[src/rtl/pll_md_pkg.sv]
// rtl/pll_md_pkg.sv - MD port opcodes, controller states and counter widths
package pll_md_pkg;

    localparam logic [1:0] OPC_NOP  = 2'b00;
    localparam logic [1:0] OPC_WR   = 2'b01;
    localparam logic [1:0] OPC_RD   = 2'b10;
    localparam logic [1:0] OPC_ADDR = 2'b11;

    localparam int RD_LAT_DEF       = 2;
    localparam int RST_CYCLES_DEF   = 16;
    localparam int LOCK_TIMEOUT_DEF = 65535;

    localparam int BEAT_W = 4;
    localparam int LAT_W  = 3;
    localparam int TMR_W  = 16;

    typedef enum logic [3:0] {
        IDLE,
        ADDR,
        WR,
        RD_ISSUE,
        RD_WAIT,
        RD_HOLD,
        RELOCK_RST,
        RELOCK_WAIT,
        DONE
    } state_e;

endpackage

[src/rtl/pll_md_ctrl.sv]
// rtl/pll_md_ctrl.sv - PLL MD-port burst initiator; PLL_MD_RELOCK_EN adds reset/relock after writes
module pll_md_ctrl
    import pll_md_pkg::*;
#(
    parameter int RD_LAT = RD_LAT_DEF
`ifdef PLL_MD_RELOCK_EN
    , parameter int RST_CYCLES   = RST_CYCLES_DEF
    , parameter int LOCK_TIMEOUT = LOCK_TIMEOUT_DEF
`endif
) (
    input  logic        mdclk,
    input  logic        reset,
    input  logic        cmd_valid,
    output logic        cmd_ready,
    input  logic        cmd_write,
    input  logic [7:0]  cmd_addr,
    input  logic [3:0]  cmd_len,
    input  logic        wr_valid,
    input  logic [7:0]  wr_data,
    output logic        wr_ready,
    output logic        rd_valid,
    output logic [7:0]  rd_data,
    input  logic        rd_ready,
    output logic        done,
    output logic        err,
    output logic [1:0]  mdopc,
    output logic        mdainc,
    output logic [7:0]  mdwdi,
    input  logic [7:0]  mdrdo,
    input  logic        pll_lock,
    output logic        pll_reset
);

    state_e            state_q, state_d;
    logic [BEAT_W-1:0] beat_q, beat_d;
    logic [LAT_W-1:0]  lat_q, lat_d;
    logic              is_wr_q, is_wr_d;
    logic [1:0]        mdopc_q, mdopc_d;
    logic              mdainc_q, mdainc_d;
    logic [7:0]        mdwdi_q, mdwdi_d;
    logic              rd_valid_q, rd_valid_d;
    logic [7:0]        rd_data_q, rd_data_d;
    logic              done_q, done_d;
    logic              cmd_ready_q, cmd_ready_d;
`ifdef PLL_MD_RELOCK_EN
    logic              err_q, err_d;
    logic              pll_reset_q, pll_reset_d;
    logic [TMR_W-1:0]  tmr_q, tmr_d;
`endif

    // Opcode/data are computed for the cycle being entered so the MD pins line up with the state.
    always_comb begin
        state_d    = state_q;
        beat_d     = beat_q;
        lat_d      = lat_q;
        is_wr_d    = is_wr_q;
        mdopc_d    = OPC_NOP;
        mdainc_d   = 1'b0;
        mdwdi_d    = mdwdi_q;
        rd_valid_d = rd_valid_q;
        rd_data_d  = rd_data_q;
        done_d     = 1'b0;
`ifdef PLL_MD_RELOCK_EN
        err_d       = err_q;
        pll_reset_d = 1'b0;
        tmr_d       = tmr_q;
`endif
        case (state_q)
            IDLE: begin
                if (cmd_valid) begin
                    beat_d  = cmd_len;
                    is_wr_d = cmd_write;
                    mdopc_d = OPC_ADDR;
                    mdwdi_d = cmd_addr;
                    state_d = ADDR;
`ifdef PLL_MD_RELOCK_EN
                    err_d   = 1'b0;
`endif
                end
            end
            ADDR: begin
                if (is_wr_q) begin
                    state_d = WR;
                end else begin
                    state_d  = RD_ISSUE;
                    mdopc_d  = OPC_RD;
                    mdainc_d = (beat_q != '0);
                end
            end
            WR: begin
                if (wr_valid) begin
                    mdopc_d  = OPC_WR;
                    mdwdi_d  = wr_data;
                    mdainc_d = (beat_q != '0);
                    if (beat_q == '0) begin
`ifdef PLL_MD_RELOCK_EN
                        state_d     = RELOCK_RST;
                        pll_reset_d = 1'b1;
                        tmr_d       = TMR_W'(RST_CYCLES - 1);
`else
                        state_d = DONE;
                        done_d  = 1'b1;
`endif
                    end else begin
                        beat_d = beat_q - BEAT_W'(1);
                    end
                end
            end
            RD_ISSUE: begin
                lat_d   = LAT_W'(RD_LAT);
                state_d = RD_WAIT;
            end
            RD_WAIT: begin
                lat_d = lat_q - LAT_W'(1);
                if (lat_q == LAT_W'(1)) begin
                    rd_data_d  = mdrdo;
                    rd_valid_d = 1'b1;
                    state_d    = RD_HOLD;
                end
            end
            RD_HOLD: begin
                if (rd_ready) begin
                    rd_valid_d = 1'b0;
                    if (beat_q == '0) begin
                        state_d = DONE;
                        done_d  = 1'b1;
                    end else begin
                        beat_d   = beat_q - BEAT_W'(1);
                        state_d  = RD_ISSUE;
                        mdopc_d  = OPC_RD;
                        mdainc_d = (beat_q != BEAT_W'(1));
                    end
                end
            end
`ifdef PLL_MD_RELOCK_EN
            RELOCK_RST: begin
                if (tmr_q == '0) begin
                    state_d = RELOCK_WAIT;
                end else begin
                    pll_reset_d = 1'b1;
                    tmr_d       = tmr_q - TMR_W'(1);
                end
            end
            RELOCK_WAIT: begin
                if (pll_lock) begin
                    state_d = DONE;
                    done_d  = 1'b1;
                end else if (tmr_q == TMR_W'(LOCK_TIMEOUT - 1)) begin
                    err_d   = 1'b1;
                    state_d = DONE;
                    done_d  = 1'b1;
                end else begin
                    tmr_d = tmr_q + TMR_W'(1);
                end
            end
`endif
            DONE:    state_d = IDLE;
            default: state_d = IDLE;
        endcase
        cmd_ready_d = (state_d == IDLE);
    end

    always_ff @(posedge mdclk) begin
        if (reset) begin
            state_q     <= IDLE;
            beat_q      <= '0;
            lat_q       <= '0;
            is_wr_q     <= 1'b0;
            mdopc_q     <= OPC_NOP;
            mdainc_q    <= 1'b0;
            mdwdi_q     <= '0;
            rd_valid_q  <= 1'b0;
            rd_data_q   <= '0;
            done_q      <= 1'b0;
            cmd_ready_q <= 1'b1;
`ifdef PLL_MD_RELOCK_EN
            err_q       <= 1'b0;
            pll_reset_q <= 1'b0;
            tmr_q       <= '0;
`endif
        end else begin
            state_q     <= state_d;
            beat_q      <= beat_d;
            lat_q       <= lat_d;
            is_wr_q     <= is_wr_d;
            mdopc_q     <= mdopc_d;
            mdainc_q    <= mdainc_d;
            mdwdi_q     <= mdwdi_d;
            rd_valid_q  <= rd_valid_d;
            rd_data_q   <= rd_data_d;
            done_q      <= done_d;
            cmd_ready_q <= cmd_ready_d;
`ifdef PLL_MD_RELOCK_EN
            err_q       <= err_d;
            pll_reset_q <= pll_reset_d;
            tmr_q       <= tmr_d;
`endif
        end
    end

    assign cmd_ready = cmd_ready_q;
    assign wr_ready  = (state_q == WR);
    assign rd_valid  = rd_valid_q;
    assign rd_data   = rd_data_q;
    assign done      = done_q;
    assign mdopc     = mdopc_q;
    assign mdainc    = mdainc_q;
    assign mdwdi     = mdwdi_q;
`ifdef PLL_MD_RELOCK_EN
    assign err       = err_q;
    assign pll_reset = pll_reset_q;
`else
    logic unused_pll_lock;
    assign unused_pll_lock = pll_lock;
    assign err       = 1'b0;
    assign pll_reset = 1'b0;
`endif

endmodule
[config.mk]
export PLATFORM = sky130hd
export DESIGN_NAME = pll_md_ctrl
export DESIGN_NICKNAME = d
export VERILOG_FILES = /design/src/rtl/pll_md_pkg.sv /design/src/rtl/pll_md_ctrl.sv
export SDC_FILE = /design/constraint.sdc
export NUM_CORES = 1
export LEC_CHECK = 0
export CAP_MARGIN = 20
export CORE_UTILIZATION = 40
export CTS_CLUSTER_SIZE = 8
export DETAILED_ROUTE_END_ITERATION = 16
export PLACE_DENSITY = 0.75
export SLEW_MARGIN = 20
export SYNTH_ARGS = -nofsm -noshare
export SYNTH_HDL_FRONTEND = slang
export SYNTH_SLANG_ARGS = --single-unit
[constraint.sdc]
create_clock -name mdclk -period 1.7 [get_ports mdclk]
set_input_delay 0.17 -clock mdclk [delete_from_list [all_inputs] [get_ports mdclk]]
set_output_delay 0.17 -clock mdclk [all_outputs]
set_load 0.02 [all_outputs]
==> results.yml, run 1 <==
outcome:
  status: "finished, final reports clean"
synthesis:
  synthArstFlopShare_pct: 0
  synth_area_um2: 1720
  synthFlopType: "dfxtp_1"
  synth-edff-count: 0
  synth_seq_area_share_pct: 39.7
  ys_ff_latch: 34
  synth_cell_types: 43
  ys_warn_count: 0
  syn_avg_cell_area_um2: 8.49
  syn_inst: 202
die:
  dieArea_um2: 4550
  rows: 23
  pin_count: 60
  start_util_pct: 42.3
  die_h_um: 67.5
  core_um2: 4060
  fp.dieW_um: 67.5
route:
  drt_first_pass_iters: 4
  drc: 0
  vias_per_cell: 5.00
  wl_per_cell_um: 12.7
  ant_nets: 0
  drtIter0Drc: 158
  vias: 1659
  wirelength_um: 4220
grt:
  met2_usage_pct: 31.6
  grt_pass1_wl_um: 6900
  grt.total_usage_pct: 20.6
  grtUsageMet3_pct: 9.29
  grt_busiest_layer: "met2"
  grt_overflow: 0
  grt_pass1_vias: 1576
  grt_max_degree: 18
  grt_use_met1_pct: 25.1
  antenna_found_initial: 0
placed_design:
  dp_slack_ps: -216
  dp_hpwl_um: 3100
  routabilityCongestion: 0.851
  dp_cells: 320
  numPortBuffers: 56
final_layout:
  fillers: 324
  nets: 320
  finish.utilization_pct: 65.2
  n_antenna_cell: 0
  fin_cells: 332
  area_growth_pct: 54.2
  drive_gt1_share_pct: 20.2
min_path:
  min_path_type: "reg -> reg"
sta:
  finalMaxSlewViolations: 0
  timing.fmax_mhz: 607
  fin_crit_ps: 1650
  postLayoutSetupSlackWorst_ps: 51.5
  rsz0062_at_grt: "true"
  fin_crit_sh_pct: 97.0
  clock_skew_ps: 8.41
  setup_viol: 0
  hold_viol: 0
clocking:
  cts_root_buffer: "clkbuf_8"
  htree_levels: 2
  cts_buffers: 5
  ctsLongestPathBuffers: 2
  cts_sinks: 34
  clkLatencyLatePin_ps: 290
  postCtsHoldBufs: 0
  tritoncts: "done"
  path_clk_slew_ps: 70
pwr:
  p_int_uw: 1630
  swShare_pct: 31.5
  clkPwrFrac_pct: 26.2
  p_total_uw: 2390
  p_per_area_nw_per_um2: 902
  p_switching_uw: 753
  comb_power_share_pct: 34.8
  ir_drop_uv: 509
  p_leak_uw: 0.00109
  p_seq_share_pct: 39.0
setup_path:
  worstPathRequired_ps: 1880
  worstSetupPathType: "reg -> reg"
  start_kind: "flip-flop"
  critPathCaptureType: "flip-flop"
  arrival_ps: 1830
  critPathMaxFanout: 7
run:
  cap_viol_max_count: 0
## path summary, 6_finish.rpt
kind              startpoint        end  slack (ps)  cells past startpoint
setup / recovery  state_q[2]  beat_q[0]          50                      7
hold / removal      rd_valid   rd_valid         470                      2
setup reg to reg  state_q[2]  beat_q[0]          50                      7
hold reg to reg     rd_valid   rd_valid         470                      2
## what timing repair did
action,in CTS,in global routing
hold endpoints to repair,0,0
pin swaps,0,5
endpoints found under the setup margin,4,14
buffers inserted,0,4
gates resized for setup,5,19
## layout make-up
type	instances	area [um^2]	share of cell area (%)
tap	50	62.6	2.37
clock inverter	2	12.5	0.473
clock buffer	6	82.6	3.12
timing repair buffer	86	791	29.9
sequential	34	692	26.2
inverter	8	30.0	1.14
multi-input combinational	146	975	36.8
## cells in the mapped netlist (6+ instances only)
| cell type | instances | area, um^2 |
|---|---|---|
| nand2_1 | 8 | 30.0 |
| mux2i_1 | 19 | 190 |
| dfxtp_1 | 34 | 681 |
| nor2_1 | 44 | 165 |
| inv_1 | 8 | 30.0 |
| o31ai_1 | 6 | 45.0 |
| a21oi_1 | 18 | 90.1 |
## metal layers
layer	up-vias	part of all wire (%)
met4	0	0.81
met2	55	46
met1	750	44
li1	849	-
met3	5	9.5
met5	-	0
## kinds of logic (layout without fill, tap and decap cells)
logic type | after synthesis | after routing | synth area share, %
AOI/OAI and AO/OA | 41 | 41 | 15.0
other | 1 | 2 | 0.219
muxes | 19 | 19 | 11.1
buffers and inverters | 23 | 102 | 7.07
xor gates and xnor gates | 1 | 1 | 0.511
and+or+nand+nor | 79 | 79 | 23.5
adders and majority gates | 4 | 4 | 2.92
DFF | 34 | 34 | 39.7
## cell usage in the layout (no fill, tap or decap), types with 3 or more instances in the layout
| master | netlist | final |
|---|---|---|
| clkdlybuf4s50_1 | 0 | 55 |
| nor2_1 | 44 | 44 |
| dfxtp_1 | 34 | 29 |
| buf_4 | 4 | 29 |
| mux2i_1 | 19 | 19 |
| a21oi_1 | 18 | 17 |
| inv_1 | 8 | 8 |
| nand2_1 | 8 | 8 |
| clkbuf_8 | 0 | 6 |
| nor3_1 | 4 | 4 |
| nand2b_1 | 4 | 4 |
| o31ai_1 | 6 | 4 |
| nand3b_1 | 3 | 3 |
| ha_1 | 4 | 3 |
| dfxtp_2 | 0 | 3 |
## stage by stage
step / instance area, um^2 / hold WS (ps) / setup TNS, ps
floorplan: 1720 / 263 / 0
global placement: 2450 / 452 / -500
detailed placement: 2450 / 466 / -947
CTS: 2550 / 475 / 0
global route: 2650 / 491 / -99.6
finish: 2650 / 474 / 0
## registers in the layout (all words and copies together), names as in the netlist
signal / count
done: 1
cmd_ready: 1
beat_q: 4
mdopc: 2
lat_q: 3
is_wr_q: 1
mdwdi: 8
mdainc: 1
state_q: 4
rd_valid: 1
rd_data: 8
## power groups by stage
stage          combinational [uW]  sequential, uW  clock, uW
3_5_place_dp                  748             940          0
5_1_grt                       914             941        678
6_report                      831             931        625
3_3_place_gp                  735             938          0
4_1_cts                       755             924        645
2_1_floorplan                 396             972          0
## critical path, cell delays in order (launching register included)
cell and delay, ps:
dfxtp_4 360, nor4b_4 330, buf_4 200, o21ai_1 70, nand4b_1 110, buf_6 140
a21oi_2 40, o32ai_1 280
Power figures use the tool's default switching activity.
==> run 2, diff against run 1 <==
--- a/config.mk
+++ b/config.mk
@@ -5,11 +5,12 @@
 export SDC_FILE = /design/constraint.sdc
 export NUM_CORES = 1
 export LEC_CHECK = 0
+export ABC_AREA = 1
 export CAP_MARGIN = 20
-export CORE_UTILIZATION = 40
+export CORE_UTILIZATION = 41
 export CTS_CLUSTER_SIZE = 8
 export DETAILED_ROUTE_END_ITERATION = 16
-export PLACE_DENSITY = 0.75
+export PLACE_DENSITY = 0.76
 export SLEW_MARGIN = 20
 export SYNTH_ARGS = -nofsm -noshare
 export SYNTH_HDL_FRONTEND = slang
==> constraint.sdc (replaced) <==
create_clock -name mdclk -period 1.7 [get_ports mdclk]
set_input_delay 0.17 -clock mdclk [delete_from_list [all_inputs] [get_ports mdclk]]
set_output_delay 0.17 -clock mdclk [all_outputs]
set_load 0.05 [all_outputs]
==> run 2 against run 1 <==
Maximum frequency is 2.3% higher. Sequential share of layout area grew 1.7 points. Clock power about the same. Synthesized cell count is 19% higher. First-iteration DRC count fell by 44%. Count of clock-buffer cells in the layout is the same. Non-clock buffer count shrank 27. Utilization decreased by 5.1 points. Clock skew is 3.3 ps lower. Worst setup slack gained 37 ps. Via count down 1.1%. Routed wire length decreased by 13%. Largest cell class unchanged.
==> results.yml, run 2 <==
final_layout:
  area_growth_pct: 39.5
  drive_gt1_share_pct: 12.0
  n_antenna_cell: 0
  layout_common_cells: "nand2_1 (55), clkdlybuf4s50_1 (55), dfxtp_1 (34)"
  nets: 337
  fillers: 359
synthesis:
  synthFlopType: "dfxtp_1"
  synth_cell_types: 26
  synth.most_common_cell: "nand2_1"
  synth_fa_ha_area_share_pct: 2.86
  syn_avg_cell_area_um2: 7.29
  synth_seq_area_share_pct: 38.9
  synth-simple-area-share_pct: 31.4
  synth-edff-count: 0
  synthMuxAreaShare_pct: 0
  syn_inst: 240
  synth_top_family_by_area: "simple AND/OR/NAND/NOR gates"
  synth_compound_area_share_pct: 14.7
  ys_ff_latch: 34
  yosys-top-cells-count: "nand2_1 (55), dfxtp_1 (34), inv_1 (30)"
  synth.area.top_cells: "dfxtp_1 (39%), nand2_1 (12%), inv_1 (6.4%), o21ai_0 (5.7%), nor2_1 (4.7%)"
  synthArstFlopShare_pct: 0
  yosys.area.top_type_share_pct: 38.9
  synthXorXnorAreaFrac_pct: 0.501
  ys_warn_count: 0
  synth_area_um2: 1750
  yosys.area.top_type: "dfxtp_1"
grt:
  grt_pass1_vias: 1407
  grt.total_usage_pct: 17.2
  grt_overflow: 0
  grt_pass1_wl_um: 5870
  antenna_found_initial: 0
  grt_max_degree: 19
placed_design:
  dp_slack_ps: 209
  numPortBuffers: 56
  dp_hpwl_um: 2740
  routabilityCongestion: 0.817
setup_path:
  path_delay_family: "buffers and inverters"
  critPathMaxFanout: 2
  reg2reg_from: "beat_q[0]"
  slowest_delay_ps: 810
  cp_slowest_cell: "clkdlybuf4s50_1"
  worstPathRequired_ps: 1530
  start_kind: "flip-flop"
  crit_buf_inv: 1
  critPathCaptureType: "primary output"
  worstSetupPathType: "reg -> out"
  critPathLaunch: "rd_data[4]"
  path_cells: "clkdlybuf4s50_1"
  arrival_ps: 1440
sta:
  slew-limit-headroom_pct: 64.6
  fin_crit_sh_pct: 94.8
  postLayoutSetupSlackWorst_ps: 88.3
  setup_viol: 0
  fin_tns_setup_ps: 0
  fin_crit_ps: 1610
  rsz0062_at_grt: "false"
  worst_pin_slew_ps: 529
  hold_viol: 0
  clock_skew_ps: 5.12
  timing.fmax_mhz: 620
  finalMaxSlewViolations: 0
route:
  wl_per_cell_um: 10.5
  wirelength_um: 3660
  vias_per_cell: 4.70
  ant_nets: 0
  drt_first_pass_iters: 6
  drtIter0Drc: 89
  drc: 0
  vias: 1641
clocking:
  post_cts_buffers: 0
  clkLatencyLatePin_ps: 290
  cts_sinks: 34
  htree_levels: 2
  cts_root_buffer: "clkbuf_8"
  postCtsHoldBufs: 0
  cts_buffers: 5
  path_clk_slew_ps: 70
  ctsLongestPathBuffers: 2
  tritoncts: "done"
  cts.repair.resized: 0
die:
  rows: 23
  start_util_pct: 43.1
  die_h_um: 67.3
  core_um2: 4060
  dieArea_um2: 4530
  pin_count: 60
  fp.dieW_um: 67.3
run:
  cap_viol_max_count: 0
min_path:
  min_path_type: "reg -> reg"
  hold_start: "rd_data[6]"
pwr:
  p_leak_uw: 0.00106
  ir_drop_uv: 963
  p_per_area_nw_per_um2: 1360
outcome:
  status: "finished, final reports clean"
==> run 2: cell count changes after synthesis, moves of 6 or more <==
cell and delta:
nor2_1 -22, nand3_1 +8, o31ai_1 -6, inv_1 +22, mux2i_1 -19, nand2_1 +47, a31oi_1 +7, o21ai_0 +16
==> run 2: cell type report <==
| type | instances | area, um^2 | share of cell area, % |
|---|---|---|---|
| clock buffer | 6 | 82.6 | 3.38 |
| clock inverter | 2 | 12.5 | 0.513 |
| inverter | 33 | 124 | 5.08 |
| multi-input combinational | 165 | 872 | 35.7 |
| sequential | 34 | 681 | 27.9 |
| tap | 50 | 62.6 | 2.56 |
| timing repair buffer | 59 | 606 | 24.8 |
==> run 2: kinds of logic after synthesis <==
logic type | after synthesis
other | 1
flip-flops | 34
buffers and inverters | 42
XOR/XNOR | 1
AO/OA/AOI/OAI | 48
adder cells (fa/ha/maj) | 4
AND/OR/NAND/NOR | 110
==> run 2: power by group <==
| group | internal [uW] | switching [uW] | leakage, uW |
|---|---|---|---|
| Combinational | 588 | 1030 | 0.000730 |
| Clock | 325 | 300 | 0.0000472 |
| Sequential | 965 | 113 | 0.000278 |
==> run 2: metal layers <==
metal	vias up	routed length (um)	global-route usage, %
met5	-	0	0
met4	0	68	8.51
met3	10	202	5.57
met2	45	1710	26.8
met1	713	1680	21.2
li1	873	-	-
==> run 2: path summary, 6_finish.rpt <==
check	slack (ps)	depth (start not counted)	end
worst max-delay path	90	1	rd_data[4]
worst min-delay path	440	2	rd_data[6]
worst max register to register	180	8	cmd_ready
worst min register to register	440	2	rd_data[6]
==> run 2: metrics by stage <==
stage,hold WS (ps),instances,instance area (um^2),util (%),power [uW]
after floorplan,329,241,1750,-,2310
after global placement,423,341,2340,57.8,2700
after detailed placement,432,341,2340,57.8,2720
after CTS,443,349,2440,60.1,3350
after global routing,467,349,2440,60.1,3600
final,443,349,2440,60.1,3330
